$ cat src/rtl/adler32_pkt_feeder_if.sv
// Stream/core bundle for the adler32 packet feeder.
// Upstream: in_valid/in_ready/in_data/in_last byte stream with end-of-packet flag.
// Core side: size_valid/size, data_start/data burst, checksum_valid, busy, overflow.
interface adler32_pkt_feeder_if;
   logic        in_valid;
   logic        in_ready;
   logic [7:0]  in_data;
   logic        in_last;
   logic        size_valid;
   logic [31:0] size;
   logic        data_start;
   logic [7:0]  data;
   logic        checksum_valid;
   logic        busy;
   logic        overflow;

   // Feeder side
   modport slave (
      input  in_valid, in_data, in_last, checksum_valid,
      output in_ready, size_valid, size, data_start, data, busy, overflow
   );

   // Upstream source plus checksum core, as seen from outside the feeder
   modport master (
      output in_valid, in_data, in_last, checksum_valid,
      input  in_ready, size_valid, size, data_start, data, busy, overflow
   );
endinterface

$ cat src/rtl/adler32_pkt_feeder.sv
// Buffers one byte packet, then hands it to the adler32 core as size pulse + contiguous byte burst.
// Latency: size_valid the cycle after the last byte is taken; bytes follow one per clock with no bubbles.
// Backpressure: in_ready low from size_valid until checksum_valid; oversize packets are drained and dropped.
// Ports: clk, rst_n (async active-low), bus (adler32_pkt_feeder_if.slave: stream in, core interface out).
module adler32_pkt_feeder #(
   parameter int DEPTH = 256,
   parameter int AW    = 8
) (
   input logic                 clk,
   input logic                 rst_n,
   adler32_pkt_feeder_if.slave bus
);

   typedef enum logic [2:0] {COLLECT, SIZE, STREAM, WAIT_CS, DROP} state_t;

   localparam logic [AW:0] DEPTH_C = (AW+1)'(DEPTH);

   state_t        state_q, state_d;
   logic [AW:0]   count_q, count_d;
   logic [AW:0]   rd_q, rd_d;
   logic [31:0]   size_q, size_d;
   logic          size_valid_q, size_valid_d;
   logic [7:0]    data_q, data_d;
   logic          data_start_q, data_start_d;
   logic          overflow_q, overflow_d;

   logic [7:0]    mem [DEPTH];
   logic          accept;
   logic          wr_en;
   logic [AW:0]   count_inc;
   logic [7:0]    rd_data;

   assign bus.in_ready   = (state_q == COLLECT) || (state_q == DROP);
   assign bus.busy       = (state_q == SIZE) || (state_q == STREAM) || (state_q == WAIT_CS);
   assign bus.size_valid = size_valid_q;
   assign bus.size       = size_q;
   assign bus.data_start = data_start_q;
   assign bus.data       = data_q;
   assign bus.overflow   = overflow_q;

   assign accept    = bus.in_valid && bus.in_ready;
   assign wr_en     = accept && (state_q == COLLECT);
   assign count_inc = count_q + 1'b1;
   // count never exceeds DEPTH-1 while writing, so the low AW bits address the buffer
   assign rd_data   = mem[rd_q[AW-1:0]];

   // Packet buffer: no reset, contents are only meaningful below count_q
   always_ff @(posedge clk) begin
      if (wr_en) begin
         mem[count_q[AW-1:0]] <= bus.in_data;
      end
   end

   always_comb begin
      state_d      = state_q;
      count_d      = count_q;
      rd_d         = rd_q;
      size_d       = size_q;
      size_valid_d = 1'b0;
      data_d       = data_q;
      data_start_d = 1'b0;
      overflow_d   = 1'b0;
      case (state_q)
         COLLECT: begin
            if (accept) begin
               count_d = count_inc;
               if (bus.in_last) begin
                  state_d      = SIZE;
                  size_valid_d = 1'b1;
                  size_d       = 32'(count_inc);
               end else if (count_inc == DEPTH_C) begin
                  // Buffer full with more to come: drain the rest of this packet
                  overflow_d = 1'b1;
                  count_d    = '0;
                  state_d    = DROP;
               end
            end
         end
         SIZE: begin
            // rd_q is 0 here; byte 0 goes out together with data_start
            state_d      = STREAM;
            data_d       = rd_data;
            data_start_d = 1'b1;
            rd_d         = rd_q + 1'b1;
         end
         STREAM: begin
            // rd_q is the index of the next byte; the burst ends once it reaches count
            if (rd_q == count_q) begin
               state_d = WAIT_CS;
            end else begin
               data_d = rd_data;
               rd_d   = rd_q + 1'b1;
            end
         end
         WAIT_CS: begin
            if (bus.checksum_valid) begin
               state_d = COLLECT;
               count_d = '0;
               rd_d    = '0;
            end
         end
         DROP: begin
            if (accept && bus.in_last) begin
               state_d = COLLECT;
            end
         end
         default: state_d = COLLECT;
      endcase
   end

   always_ff @(posedge clk or negedge rst_n) begin
      if (!rst_n) begin
         state_q      <= COLLECT;
         count_q      <= '0;
         rd_q         <= '0;
         size_q       <= '0;
         size_valid_q <= 1'b0;
         data_q       <= '0;
         data_start_q <= 1'b0;
         overflow_q   <= 1'b0;
      end else begin
         state_q      <= state_d;
         count_q      <= count_d;
         rd_q         <= rd_d;
         size_q       <= size_d;
         size_valid_q <= size_valid_d;
         data_q       <= data_d;
         data_start_q <= data_start_d;
         overflow_q   <= overflow_d;
      end
   end

endmodule

$ cat src/flat_wrapper.sv
// flat-port wrapper written by rule: the top's interface ports become plain ports
module adler32_pkt_feeder_flat 
#(
   parameter int DEPTH = 256,
   parameter int AW    = 8
)
  (clk, rst_n, bus_in_valid, bus_in_data, bus_in_last, bus_checksum_valid, bus_in_ready, bus_size_valid, bus_size, bus_data_start, bus_data, bus_busy, bus_overflow);
  adler32_pkt_feeder_if bus_i ();
  input logic clk;
  input logic rst_n;
  input wire logic [$bits(bus_i.in_valid)-1:0] bus_in_valid;
  input wire logic [$bits(bus_i.in_data)-1:0] bus_in_data;
  input wire logic [$bits(bus_i.in_last)-1:0] bus_in_last;
  input wire logic [$bits(bus_i.checksum_valid)-1:0] bus_checksum_valid;
  output wire logic [$bits(bus_i.in_ready)-1:0] bus_in_ready;
  output wire logic [$bits(bus_i.size_valid)-1:0] bus_size_valid;
  output wire logic [$bits(bus_i.size)-1:0] bus_size;
  output wire logic [$bits(bus_i.data_start)-1:0] bus_data_start;
  output wire logic [$bits(bus_i.data)-1:0] bus_data;
  output wire logic [$bits(bus_i.busy)-1:0] bus_busy;
  output wire logic [$bits(bus_i.overflow)-1:0] bus_overflow;
  assign bus_i.in_valid = bus_in_valid;
  assign bus_i.in_data = bus_in_data;
  assign bus_i.in_last = bus_in_last;
  assign bus_i.checksum_valid = bus_checksum_valid;
  assign bus_in_ready = bus_i.in_ready;
  assign bus_size_valid = bus_i.size_valid;
  assign bus_size = bus_i.size;
  assign bus_data_start = bus_i.data_start;
  assign bus_data = bus_i.data;
  assign bus_busy = bus_i.busy;
  assign bus_overflow = bus_i.overflow;
  adler32_pkt_feeder #(.DEPTH(DEPTH), .AW(AW)) u_core (.clk(clk), .rst_n(rst_n), .bus(bus_i));
endmodule
$ cat config.mk
export PLATFORM = sky130hd
export DESIGN_NAME = adler32_pkt_feeder_flat
export DESIGN_NICKNAME = d
export VERILOG_FILES = /design/src/rtl/adler32_pkt_feeder_if.sv /design/src/rtl/adler32_pkt_feeder.sv /design/src/flat_wrapper.sv
export SDC_FILE = /design/constraint.sdc
export NUM_CORES = 2
export LEC_CHECK = 0
export ABC_CLOCK_PERIOD_IN_PS = 6700
export CORE_MARGIN = 3
export CORE_UTILIZATION = 34
export DETAILED_ROUTE_END_ITERATION = 16
export PLACE_DENSITY_LB_ADDON = 0.3
export SLEW_MARGIN = 15
export SYNTH_ARGS = -nofsm -noshare
export SYNTH_HDL_FRONTEND = slang
export SYNTH_SLANG_ARGS = --single-unit
$ cat constraint.sdc
create_clock -name clk -period 6.7 [get_ports clk]
set_input_delay 1.34 -clock clk [delete_from_list [all_inputs] [get_ports clk]]
set_output_delay 1.34 -clock clk [all_outputs]
set_load 0.01 [all_outputs]
==> out/qor.yml <==
critical_path:
  timing.rr.start: "u_core.rd_q[1]"
  critPathKind: "reg2reg"
  startpoint_type: "register"
  rr_endpoint: "u_core.bus.data[4]"
  cp_slowest_cell: "nor4_1"
  end_kind: "register"
  worstPathCellList: "buf_4 > nor2b_1 > buf_4 > a22o_1 > a211oi_1 > nor4_1 > o21a_1 > a2111oi_0 > buf_4 > a211o_1"
  r2r_setup_slack_ns: 2.29
  crit_fanout: 29
  reg2regPathDepth: 10
  startpoint: "u_core.rd_q[1]"
  crit_arrival_ns: 5.13
  cp_common_cell: "buf_4"
  critical-path-max-stage-delay_ns: 0.82
  cp_data_required_time_ns: 7.43
yosys:
  synth_edf_count: 2048
  synth-compound-area-share_pct: 3.251
  synthTopCellsByArea: "edfxtp_1 75%, mux4_2 13%, mux2i_1 1.8%"
  synth_area_um2: 82130
  synth_top_area_cell: "edfxtp_1"
  netlist.area_leader.share_pct: 74.88
  syn_avg_cell_area_um2: 20.54
  synth_top_family_by_area: "multiplexers"
  synthMuxAreaShare_pct: 15.12
  yosys.area_share.xor_xnor_pct: 0.1600
  synth-simple-area-share_pct: 3.152
  syn_inst: 3998
  synthFlopType: "edfxtp_1"
  ys_ff_latch: 2089
  synthAdderAreaFrac_pct: 0.09141
  yosys_warnings: 0
  seq_area_frac_synth_pct: 76.13
  ys_types: 79
  synthArstFlopShare_pct: 1.963
route:
  avgRoutedWirePerCell_um: 31.39
  wirelength_um: 233600
  ant_nets: 0
  met1_length_um: 98150
  vias: 41680
  top_layer_used: "met5"
  drtIter0Drc: 5499
  met3RoutedLength_um: 22090
  dr.pass1.iters: 8
  drc_errors: 0
  vias_per_cell: 5.602
  wl_met2_um: 105300
floorplanning:
  dieArea_um2: 247500
  ios: 58
  die_x_um: 497.5
  die_h_um: 497.5
  start_util_pct: 34.37
  core_area_um2: 239000
  rows: 179
clock_tree:
  post_cts_resized: 0
  htreeDepth: 4
  cts_tree: "yes"
  clockRootBuffer: "clkbuf_16"
  clk_pin_slew_ns: 0.06
  clock-sinks: 2089
  cts_setup_buffers: 0
  cts_buffer_depth: 3
  ctsHoldBuffers: 0
  cts_buffers: 209
  clk_latency_ns: 0.86
grt:
  grt_max_degree: 157
  antenna_found_initial: 12
  grt_pass1_vias: 41470
  gr-usage-all-layers_pct: 18.56
  gr-total-overflow: 0
  grt_pass1_wl_um: 329000
timing:
  drv_slew: 0
  rsz0062_at_grt: "false"
  finalHoldViolations: 0
  period_needed_ns: 4.407
  fmax_ghz: 0.2269
  worst_pin_slew_ns: 1.246
  min_period_over_period_pct: 65.77
  fin_tns_setup_ns: 0
  skew_ns: 0.04760
  slew-limit-headroom_pct: 16.65
  setup_violations: 0
cells_and_area:
  finalInstanceArea_um2: 92850
  drive_above_1_share_pct: 21.66
  mostFrequentLayoutCell: "edfxtp_1"
  layout_common_cells: "2048 x edfxtp_1, 461 x mux4_2, 310 x nor2_1"
  nNetsFinal: 4115
  area_growth_syn_to_layout_pct: 13.06
  final-instance-count-excl-fill: 7440
run_status:
  status: "complete, no violations"
pwr:
  finalPower_mw: 35.51
  irDropWorstVdd_mv: 0.4065
  powerDensity_nw_per_um2: 382.4
  p_leak_nw: 28.51
worst_hold_path:
  hp-class: "reg2reg"
  worstHoldStart: "u_core.bus.size[0]"
  hold_end: "u_core.bus.size[0]"
  worstHoldPathCells: 1
placement:
  placed_cell_area_um2: 85900
  io_buffers: 34
  placed_cells: 7052
  dp_hpwl_um: 141700
  gp_congestion: 0.8624
flow_run:
  drv_cap: 0
==> cell usage after synthesis (30+ instances only) <==
master    count
clkbuf_1    103
nor2_1      317
nand3_1      36
mux4_2      461
nand2_1     110
edfxtp_1   2048
buf_6        33
a22oi_1      51
nor3_1       30
o22ai_1      43
dfrtp_1      41
o21ai_0      55
mux2i_1     149
a21oi_1      60
buf_2        54
buf_4        42
==> worst max-delay path by stage <==
| stage | end | cells past startpoint |
|---|---|---|
| 2_1_floorplan | u_core.mem[222][0] | 6 |
| 3_3_place_gp | u_core.mem[30][4] | 6 |
| 3_5_place_dp | u_core.mem[14][3] | 6 |
| 4_1_cts | u_core.bus.data[1] | 8 |
| 5_1_grt | u_core.bus.data[6] | 9 |
| 6_report | u_core.bus.data[4] | 10 |
==> stage by stage <==
stage | hold WS (ns) | util, % | setup slack, ns
2_1_floorplan | 0.4699 | - | 3.599
3_5_place_dp | 0.4976 | 35.94 | 1.878
4_1_cts | 0.5220 | 38.85 | 2.273
6_report | 0.5113 | 38.86 | 2.293
3_3_place_gp | 0.5067 | 35.94 | 1.905
5_1_grt | 0.5617 | 38.85 | 2.273
==> worst max-delay path: cells and delay by family, from the launching register on <==
family,cells,cell delay [ns]
AO/OA/AOI/OAI,5,0.79
buffers and inverters,3,1.11
flip-flops,1,0.76
AND/OR/NAND/NOR,2,1.59
==> report_power, final <==
group          switching [mW]  internal (mW)
combinational            5.33           3.66
sequential              0.309           14.4
clock                    5.06           6.71
==> metal layers <==
layer / vias up / global-route usage (%)
met3: 343 / 4.479
met5: - / 0
met4: 4 / 6.228
li1: 16760 / -
met2: 2224 / 27.72
met1: 22350 / 26.66
==> sequential cells by signal, summed over array words and instances, names as in the netlist <==
register and count:
u_core.bus.overflow 1, u_core.count_q 9, u_core.bus.size 9, u_core.bus.data_start 1, u_core.state_q 3, u_core.mem 2048
u_core.bus.data 8, u_core.rd_q 9, u_core.bus.size_valid 1
==> layout make-up <==
class / instances / area (µm²)
Antenna cell: 2 / 5.005
Clock buffer: 247 / 5394
Clock inverter: 139 / 1545
Fill cell: 21260 / 146100
Inverter: 13 / 52.55
Multi-Input combinational cell: 1653 / 18080
Sequential cell: 2089 / 62550
Tap cell: 3167 / 3963
Timing Repair Buffer: 130 / 1274
==> cells by family (layout without fill, tap and decap cells) <==
| kind of cell | after synthesis | after routing |
|---|---|---|
| flip-flops | 2089 | 2089 |
| AO/OA/AOI/OAI | 380 | 380 |
| XOR/XNOR | 15 | 15 |
| other | 1 | 25 |
| adder cells (fa/ha/maj) | 6 | 6 |
| AND/OR/NAND/NOR | 592 | 592 |
| multiplexers | 637 | 637 |
| buffers and inverters | 278 | 529 |
(Power assumes the default switching activity.)
